===== src/rtl/pll_sched_pkg.sv =====
// Shared types and helpers for the PLL frequency scheduler: FSM state encoding,
// factor/timer widths and the packed M/D factor pair.
package pll_sched_pkg;

  localparam int FACTOR_W = 8;
  localparam int TIMER_W  = 16;

  typedef enum logic [3:0] {
    ST_IDLE       = 4'd0,
    ST_ARB        = 4'd1,
    ST_CHECK      = 4'd2,
    ST_TRIG       = 4'd3,
    ST_WAIT_START = 4'd4,
    ST_WAIT_DONE  = 4'd5,
    ST_WAIT_LOCK  = 4'd6,
    ST_ACK        = 4'd7,
    ST_ERR        = 4'd8
  } sched_state_t;

  typedef struct packed {
    logic [FACTOR_W-1:0] mul;
    logic [FACTOR_W-1:0] div;
  } pll_factor_t;

  // A zero multiply or divide factor cannot be programmed into the PLL.
  function automatic logic factor_ok(input pll_factor_t f);
    return (f.mul != {FACTOR_W{1'b0}}) && (f.div != {FACTOR_W{1'b0}});
  endfunction

  function automatic logic [TIMER_W-1:0] sat_inc(input logic [TIMER_W-1:0] v);
    return (&v) ? v : v + TIMER_W'(1);
  endfunction

endpackage


===== src/rtl/pll_freq_scheduler_rr_arbiter.sv =====
// Combinational round-robin arbiter: the search starts at ptr_i and wraps;
// the pointer register itself lives in the instantiating block.
module rr_arbiter #(
  parameter int N = 2,
  localparam int IDX_W = (N > 1) ? $clog2(N) : 1
) (
  input  logic [N-1:0]     req_i,
  input  logic [IDX_W-1:0] ptr_i,
  output logic [N-1:0]     grant_o,
  output logic [IDX_W-1:0] idx_o,
  output logic             any_o
);

  logic [IDX_W-1:0] cand_s;

  // First requester found walking upward from the pointer wins.
  always_comb begin
    grant_o = {N{1'b0}};
    idx_o   = {IDX_W{1'b0}};
    any_o   = 1'b0;
    cand_s  = {IDX_W{1'b0}};
    for (int i = 0; i < N; i++) begin
      cand_s = IDX_W'((int'(ptr_i) + i) % N);
      if (!any_o && req_i[cand_s]) begin
        any_o           = 1'b1;
        grant_o[cand_s] = 1'b1;
        idx_o           = cand_s;
      end else begin
        any_o = any_o;
      end
    end
  end

endmodule


===== src/rtl/pll_freq_scheduler.sv =====
// Shares one reconfigurable PLL between NREQ requesters: arbitrates, skips redundant
// reconfigurations, drives the reconfig controller and waits for stable lock before acking.
module pll_freq_scheduler
  import pll_sched_pkg::*;
#(
  parameter int                  NREQ        = 2,
  parameter logic [FACTOR_W-1:0] RESET_MUL   = 8'd1,
  parameter logic [FACTOR_W-1:0] RESET_DIV   = 8'd1,
  parameter int                  START_TO    = 16,
  parameter int                  DONE_TO     = 4096,
  parameter int                  LOCK_STABLE = 64,
  parameter int                  LOCK_TO     = 65535
) (
  input  logic                       clock_ctr,
  input  logic                       sys_reset,
  input  logic [NREQ-1:0]            req_valid,
  input  logic [NREQ*FACTOR_W-1:0]   req_mul,
  input  logic [NREQ*FACTOR_W-1:0]   req_div,
  output logic [NREQ-1:0]            req_ack,
  output logic                       req_err,
  output logic                       rc_trigger,
  output logic [FACTOR_W-1:0]        rc_mul,
  output logic [FACTOR_W-1:0]        rc_div,
  input  logic                       rc_busy,
  input  logic                       pll_locked,
  output logic [FACTOR_W-1:0]        cur_mul,
  output logic [FACTOR_W-1:0]        cur_div,
  output logic                       cur_valid,
  output logic                       sched_busy
);

  localparam int IDX_W = (NREQ > 1) ? $clog2(NREQ) : 1;
  localparam logic [TIMER_W-1:0] START_LAST = TIMER_W'(START_TO - 1);
  localparam logic [TIMER_W-1:0] DONE_LAST  = TIMER_W'(DONE_TO - 1);
  localparam logic [TIMER_W-1:0] LOCK_LAST  = TIMER_W'(LOCK_TO - 1);
  localparam logic [TIMER_W-1:0] STABLE_M1  = TIMER_W'(LOCK_STABLE - 1);
  localparam pll_factor_t        RESET_F    = '{mul: RESET_MUL, div: RESET_DIV};

  sched_state_t     state_q, state_d;
  logic [IDX_W-1:0] ptr_q, ptr_d;
  logic [IDX_W-1:0] win_idx_q, win_idx_d;
  pll_factor_t      req_f_q, req_f_d;
  pll_factor_t      rc_f_q, rc_f_d;
  pll_factor_t      cur_f_q, cur_f_d;
  logic             cur_valid_q, cur_valid_d;
  logic [TIMER_W-1:0] timer_q, timer_d;
  logic [TIMER_W-1:0] lock_cnt_q, lock_cnt_d;
  logic [NREQ-1:0]  req_ack_q, req_ack_d;
  logic             req_err_q, req_err_d;
  logic             rc_trigger_q, rc_trigger_d;
  logic             sched_busy_q, sched_busy_d;

  pll_factor_t      req_f_s [NREQ];
  logic [NREQ-1:0]  arb_grant_s;
  logic [IDX_W-1:0] arb_idx_s;
  logic             arb_any_s;

  for (genvar g = 0; g < NREQ; g++) begin : g_slice
    assign req_f_s[g] = {req_mul[g*FACTOR_W +: FACTOR_W], req_div[g*FACTOR_W +: FACTOR_W]};
  end

  rr_arbiter #(.N(NREQ)) u_arb (
    .req_i   (req_valid),
    .ptr_i   (ptr_q),
    .grant_o (arb_grant_s),
    .idx_o   (arb_idx_s),
    .any_o   (arb_any_s)
  );

  // Scheduler FSM and datapath next-state.
  always_comb begin
    state_d      = state_q;
    ptr_d        = ptr_q;
    win_idx_d    = win_idx_q;
    req_f_d      = req_f_q;
    rc_f_d       = rc_f_q;
    cur_f_d      = cur_f_q;
    cur_valid_d  = cur_valid_q;
    timer_d      = sat_inc(timer_q);
    lock_cnt_d   = lock_cnt_q;

    case (state_q)
      ST_IDLE: begin
        if (|req_valid) state_d = ST_ARB;
        else            state_d = ST_IDLE;
      end
      ST_ARB: begin
        // A request withdrawn between IDLE and ARB simply returns to IDLE.
        if (arb_any_s) begin
          win_idx_d = arb_idx_s;
          req_f_d   = req_f_s[arb_idx_s];
          ptr_d     = IDX_W'((int'(arb_idx_s) + 1) % NREQ);
          state_d   = ST_CHECK;
        end else begin
          state_d = ST_IDLE;
        end
      end
      ST_CHECK: begin
        if (!factor_ok(req_f_q)) begin
          state_d = ST_ERR;
        end else if (cur_valid_q && (req_f_q == cur_f_q)) begin
          state_d = ST_ACK;
        end else begin
          rc_f_d  = req_f_q;
          state_d = ST_TRIG;
        end
      end
      ST_TRIG: state_d = ST_WAIT_START;
      ST_WAIT_START: begin
        if (rc_busy) begin
          state_d = ST_WAIT_DONE;
        end else if (timer_q >= START_LAST) begin
          state_d     = ST_ERR;
          cur_valid_d = 1'b0;
        end else begin
          state_d = ST_WAIT_START;
        end
      end
      ST_WAIT_DONE: begin
        if (!rc_busy) begin
          state_d = ST_WAIT_LOCK;
        end else if (timer_q >= DONE_LAST) begin
          state_d     = ST_ERR;
          cur_valid_d = 1'b0;
        end else begin
          state_d = ST_WAIT_DONE;
        end
      end
      ST_WAIT_LOCK: begin
        // Timeout is tested first so it wins over a same-cycle lock event.
        if (timer_q >= LOCK_LAST) begin
          state_d     = ST_ERR;
          cur_valid_d = 1'b0;
        end else if (!pll_locked) begin
          lock_cnt_d = {TIMER_W{1'b0}};
        end else if (lock_cnt_q >= STABLE_M1) begin
          cur_f_d     = rc_f_q;
          cur_valid_d = 1'b1;
          state_d     = ST_ACK;
        end else begin
          lock_cnt_d = sat_inc(lock_cnt_q);
        end
      end
      ST_ACK:  state_d = ST_IDLE;
      ST_ERR:  state_d = ST_IDLE;
      default: state_d = ST_IDLE;
    endcase

    if (state_d != state_q) begin
      timer_d    = {TIMER_W{1'b0}};
      lock_cnt_d = {TIMER_W{1'b0}};
    end else begin
      timer_d = timer_d;
    end

    if ((state_d == ST_ACK) || (state_d == ST_ERR)) req_ack_d = NREQ'(1) << win_idx_d;
    else                                              req_ack_d = {NREQ{1'b0}};
    req_err_d    = (state_d == ST_ERR);
    rc_trigger_d = (state_d == ST_TRIG);
    sched_busy_d = (state_d != ST_IDLE);
  end

  // State and output registers.
  always_ff @(posedge clock_ctr or posedge sys_reset) begin
    if (sys_reset) begin
      state_q      <= ST_IDLE;
      ptr_q        <= {IDX_W{1'b0}};
      win_idx_q    <= {IDX_W{1'b0}};
      req_f_q      <= RESET_F;
      rc_f_q       <= RESET_F;
      cur_f_q      <= RESET_F;
      cur_valid_q  <= 1'b1;
      timer_q      <= {TIMER_W{1'b0}};
      lock_cnt_q   <= {TIMER_W{1'b0}};
      req_ack_q    <= {NREQ{1'b0}};
      req_err_q    <= 1'b0;
      rc_trigger_q <= 1'b0;
      sched_busy_q <= 1'b0;
    end else begin
      state_q      <= state_d;
      ptr_q        <= ptr_d;
      win_idx_q    <= win_idx_d;
      req_f_q      <= req_f_d;
      rc_f_q       <= rc_f_d;
      cur_f_q      <= cur_f_d;
      cur_valid_q  <= cur_valid_d;
      timer_q      <= timer_d;
      lock_cnt_q   <= lock_cnt_d;
      req_ack_q    <= req_ack_d;
      req_err_q    <= req_err_d;
      rc_trigger_q <= rc_trigger_d;
      sched_busy_q <= sched_busy_d;
    end
  end

  assign req_ack    = req_ack_q;
  assign req_err    = req_err_q;
  assign rc_trigger = rc_trigger_q;
  assign rc_mul     = rc_f_q.mul;
  assign rc_div     = rc_f_q.div;
  assign cur_mul    = cur_f_q.mul;
  assign cur_div    = cur_f_q.div;
  assign cur_valid  = cur_valid_q;
  assign sched_busy = sched_busy_q;

endmodule

===== config.mk =====
export PLATFORM = sky130hd
export DESIGN_NAME = pll_freq_scheduler
export DESIGN_NICKNAME = d
export VERILOG_FILES = /design/src/rtl/pll_sched_pkg.sv /design/src/rtl/pll_freq_scheduler_rr_arbiter.sv /design/src/rtl/pll_freq_scheduler.sv
export SDC_FILE = /design/constraint.sdc
export NUM_CORES = 1
export LEC_CHECK = 0
export CORE_MARGIN = 2
export CORE_UTILIZATION = 54
export CTS_CLUSTER_DIAMETER = 50
export CTS_CLUSTER_SIZE = 12
export DETAILED_ROUTE_END_ITERATION = 8
export GPL_TIMING_DRIVEN = 0
export PLACE_DENSITY = 0.89
export SETUP_SLACK_MARGIN = 0.5
export SYNTH_ARGS = -nofsm -noshare
export SYNTH_HDL_FRONTEND = slang
export SYNTH_SLANG_ARGS = --single-unit

===== constraint.sdc =====
create_clock -name clock_ctr -period 3.8 [get_ports clock_ctr]
set_input_delay 1.14 -clock clock_ctr [delete_from_list [all_inputs] [get_ports clock_ctr]]
set_output_delay 1.14 -clock clock_ctr [all_outputs]
set_load 0.01 [all_outputs]

==> parameters.txt <==
Parameter                              Value

Synth
  Biggest area contributors in the synthesized netlist    sky130_fd_sc_hd__dfrtp_1 (45%), sky130_fd_sc_hd__mux2_2 (7.7%), sky130_fd_sc_hd__nor3_2 (6.4%), sky130_fd_sc_hd__xor2_1 (4.8%), sky130_fd_sc_hd__dfstp_2 (3.9%)
  Share of synthesized flip-flops with an asynchronous set or reset    1.00
  Fraction of the yosys area taken by sequential cells    0.491
  Total standard cell area after synthesis    4710 sq um
  Portion of synthesized cell area occupied by the leading cell type    0.452
  Number of warnings printed during yosys synthesis    0
  Synth Register Bits    92
  Syn Inst Count    408
  Most common cell in the synthesized netlist    sky130_fd_sc_hd__dfrtp_1
  Count of flip-flops with a built-in enable after synthesis    0
  Distinct cells, synth    59
  Primary FF master, synth    sky130_fd_sc_hd__dfrtp_1
  Mean instance size in the synthesized netlist    11.5 sq um
  Total nets after synthesis    449
  Cell type with the largest total area after synthesis    sky130_fd_sc_hd__dfrtp_1
  Top cells by instance count after synthesis    sky130_fd_sc_hd__dfrtp_1 (85), sky130_fd_sc_hd__nand2_1 (36), sky130_fd_sc_hd__mux2_2 (32)

Worst setup path
  Crit path buffers/inverters    1
  Data arrival, critical path    3290 ps
  Crit path top cell by count    sky130_fd_sc_hd__or2_2
  Kind of cell with the highest combined delay on the critical path    simple AND/OR/NAND/NOR gates
  Number of cell instances on the worst register-to-register path    6
  Peak fanout along the critical path    5
  CP Launch Type    input pin
  Data required time of the worst path    4020 ps
  Path length in cells of the critical path    7
  Crit path capture type    flop
  Worst reg2reg startpoint    state_q[2]
  Largest stage delay, worst path    480 ps
  Worst flop-to-flop path endpoint    rc_div[2]
  Reg2Reg Setup Slack    980 ps
  Worst setup path start    rc_busy
  Termination of the worst setup path    sched_busy
  Sequence of cells on the critical path    clkdlybuf4s50_1 > or2_2 > a41oi_1 > a311o_2 > o211ai_2 > or2_2 > or4_1
  Slowest stage cell, crit path    sky130_fd_sc_hd__clkdlybuf4s50_1
  Critical path type    in2reg

Placement
  Placed cell count    593
  Place WS    151 ps
  Placer congestion estimate    0.832
  IO Port Bufs    75
  Half-perimeter wire length after placement    8060 um

Timing
  Final setup fails    0
  Sum of negative setup slack    0 ps
  Measured slew at the worst slew-check pin    812 ps
  Achievable frequency    326 MHz
  Period Utilization, post-route    0.807
  Endpoints failing hold    0
  Pins over their slew limit    0
  Setup Skew    17.2 ps
  Slew margin rel.    0.452
  Setup repair after global routing missed its margin    no
  Worst Slack Setup Final    734 ps
  Min cycle time layout    3070 ps

CTS
  Clock insertion delay at the later pin of the skew report    370 ps
  Number of clock sinks    92
  Clk pin slew, worst setup/hold paths    90 ps
  CTS hold repair buffers    0
  CTS tree    done
  Root buf cell    sky130_fd_sc_hd__clkbuf_8
  Deepest clock path buffer count    2
  Clock buffers created by TritonCTS    9
  H-Tree Level Count    3
  Post-CTS setup buffer count    0

Floorplanning
  Horizontal die dimension    97.4 um
  Rows    34
  Initial Utilization    0.548
  Overall die height    97.4 um
  Placeable core region    8590 sq um
  Total Die Area    9480 sq um
  Ports placed on the boundary    76

Finish
  Non-filler instance count after layout    609
  Area growth, synth to finish    24.2%
  Antenna Cells    0
  Total number of nets in the final design    537
  Share of layout cells above drive strength 1    0.228

Routing
  Via-to-Cell Ratio    5.89
  Number of routed nets with antenna violations    0
  Via count    3,588
  DRC violations left    0
  Initial drt markers    191
  Average wire length per cell after detail routing    17.8 um
  Post-Route WL    10,900 um
  Iteration count of the initial detailed-routing pass    4

Run
  Max-capacitance violation count    0

GRT
  Number of antenna violations at the first check in global routing    0
  Total overflow reported by the global router    0
  GRT Util Overall    0.238
  Number of global-route vias before repair    3,742
  Wire length of the first global-routing pass    18,400 um
  Maximum number of pins on one net before global-route repair    44

Status
  Status    finished, final reports clean

Pwr
  Pwr/cell area    600 nW/um^2
  Post-route total power    3.51 mW
  Leakage power summed over all cells    2.50 nW
  Peak ir drop on the vdd network    0.000321 V

Worst hold path
  Hold Path Class    reg2reg
-- cell usage in the layout (no fill, tap or decap), types with 2 or more instances in the layout --
cell / instances
sky130_fd_sc_hd__buf_12: 2
sky130_fd_sc_hd__xnor2_1: 9
sky130_fd_sc_hd__nand2b_1: 3
sky130_fd_sc_hd__nand3_1: 13
sky130_fd_sc_hd__buf_2: 2
sky130_fd_sc_hd__and3_1: 5
sky130_fd_sc_hd__or2_2: 5
sky130_fd_sc_hd__inv_1: 6
sky130_fd_sc_hd__clkbuf_8: 10
sky130_fd_sc_hd__o21ai_0: 23
sky130_fd_sc_hd__nor4_1: 14
sky130_fd_sc_hd__nand2_1: 36
sky130_fd_sc_hd__nor2_1: 12
sky130_fd_sc_hd__clkdlybuf4s50_1: 75
sky130_fd_sc_hd__a21oi_1: 3
sky130_fd_sc_hd__o31a_1: 3
sky130_fd_sc_hd__nand4_1: 8
sky130_fd_sc_hd__buf_4: 2
sky130_fd_sc_hd__xor2_1: 26
sky130_fd_sc_hd__or4_1: 3
sky130_fd_sc_hd__clkinvlp_4: 3
sky130_fd_sc_hd__nor3_2: 30
sky130_fd_sc_hd__dfrtp_1: 85
sky130_fd_sc_hd__nor3b_1: 2
sky130_fd_sc_hd__mux2_2: 32
sky130_fd_sc_hd__mux2i_1: 18
sky130_fd_sc_hd__clkbuf_1: 5
sky130_fd_sc_hd__nor2b_1: 4
sky130_fd_sc_hd__ha_1: 3
sky130_fd_sc_hd__buf_6: 5
sky130_fd_sc_hd__a31oi_1: 3
sky130_fd_sc_hd__and2_1: 2
sky130_fd_sc_hd__or3_1: 2
sky130_fd_sc_hd__nor3_1: 5
sky130_fd_sc_hd__dfstp_2: 7
sky130_fd_sc_hd__nand4_2: 2
sky130_fd_sc_hd__o211ai_1: 2
-- power breakdown --
group / internal [mW] / switching (mW) / total (mW)
registers: 1.20 / 0.215 / 1.41
clock network: 0.328 / 0.365 / 0.693
logic: 0.637 / 0.767 / 1.40
-- worst register-to-register path, delay by kind of cell (launching register included) --
kind | cells | cell delay (ps)
and+or+nand+nor | 4 | 1480
muxes | 1 | 370
buffers and inverters | 1 | 380
DFF | 1 | 470
-- registers in the layout (all words and copies together) (netlist names) --
| signal | count |
|---|---|
| req_ack | 2 |
| rc_div | 8 |
| ptr_q | 1 |
| cur_mul | 8 |
| req_f_q | 16 |
| cur_div | 8 |
| win_idx_q | 1 |
| state_q | 4 |
| sched_busy | 1 |
| rc_trigger | 1 |
| lock_cnt_q | 16 |
| req_err | 1 |
| rc_mul | 8 |
| cur_valid | 1 |
| timer_q | 16 |
-- stage by stage --
step,util,hold slack (ps),cell area (sq um)
after floorplan,-,477,4710
after global placement,0.651,492,5600
after detailed placement,0.656,509,5640
after CTS,0.680,528,5840
after global routing,0.681,561,5850
final,0.681,523,5850
-- worst min path at each step --
| stage | startpoint | endpoint | slack [ps] | cells after the start |
|---|---|---|---|---|
| 6_report | req_f_q[8] | req_f_q[8] | 520 | 2 |
| 2_1_floorplan | req_f_q[8] | req_f_q[8] | 480 | 2 |
| 5_1_grt | win_idx_q | win_idx_q | 560 | 1 |
| 4_1_cts | req_f_q[8] | req_f_q[8] | 530 | 2 |
| 3_5_place_dp | req_f_q[8] | req_f_q[8] | 510 | 2 |
| 3_3_place_gp | req_f_q[8] | req_f_q[8] | 490 | 2 |
-- final cells by class --
type                            instances  area, sq um
Multi-Input combinational cell        295         2270
Timing Repair Buffer                   77          791
Sequential cell                        92         2310
Tap cell                              108          135
Buffer                                 14          100
Clock buffer                           10          138
Clock inverter                          6         70.1
Inverter                                7         30.0
Fill cell                             605         2750
-- timing repair --
| item | in CTS | in global routing |
|---|---|---|
| gates resized for setup | 0 | 1 |
| endpoints found under the setup margin | 0 | 10 |
| hold endpoints to repair | 0 | 0 |
-- layer usage --
metal  global-route usage  part of all wire  routed length (um)  vias up
met5                    0                 0                   0        -
met4               0.0823             0.022                 241        0
met3               0.0547             0.059                 640       24
met2                0.415              0.51                5490      121
met1                0.292              0.41                4490     1770
li1                     -                 -                   -     1673
-- kinds of logic (layout without fill, tap and decap cells) --
| logic type | Yosys count | after routing | share of synthesized area |
|---|---|---|---|
| AND/OR/NAND/NOR | 153 | 153 | 0.207 |
| adder cells (fa/ha/maj) | 3 | 3 | 0.00798 |
| XOR/XNOR | 35 | 35 | 0.0651 |
| flip-flops | 92 | 92 | 0.491 |
| buffers and inverters | 21 | 114 | 0.0268 |
| multiplexers | 50 | 50 | 0.115 |
| AO/OA/AOI/OAI | 54 | 54 | 0.0877 |
Power figures use the tool's default switching activity.
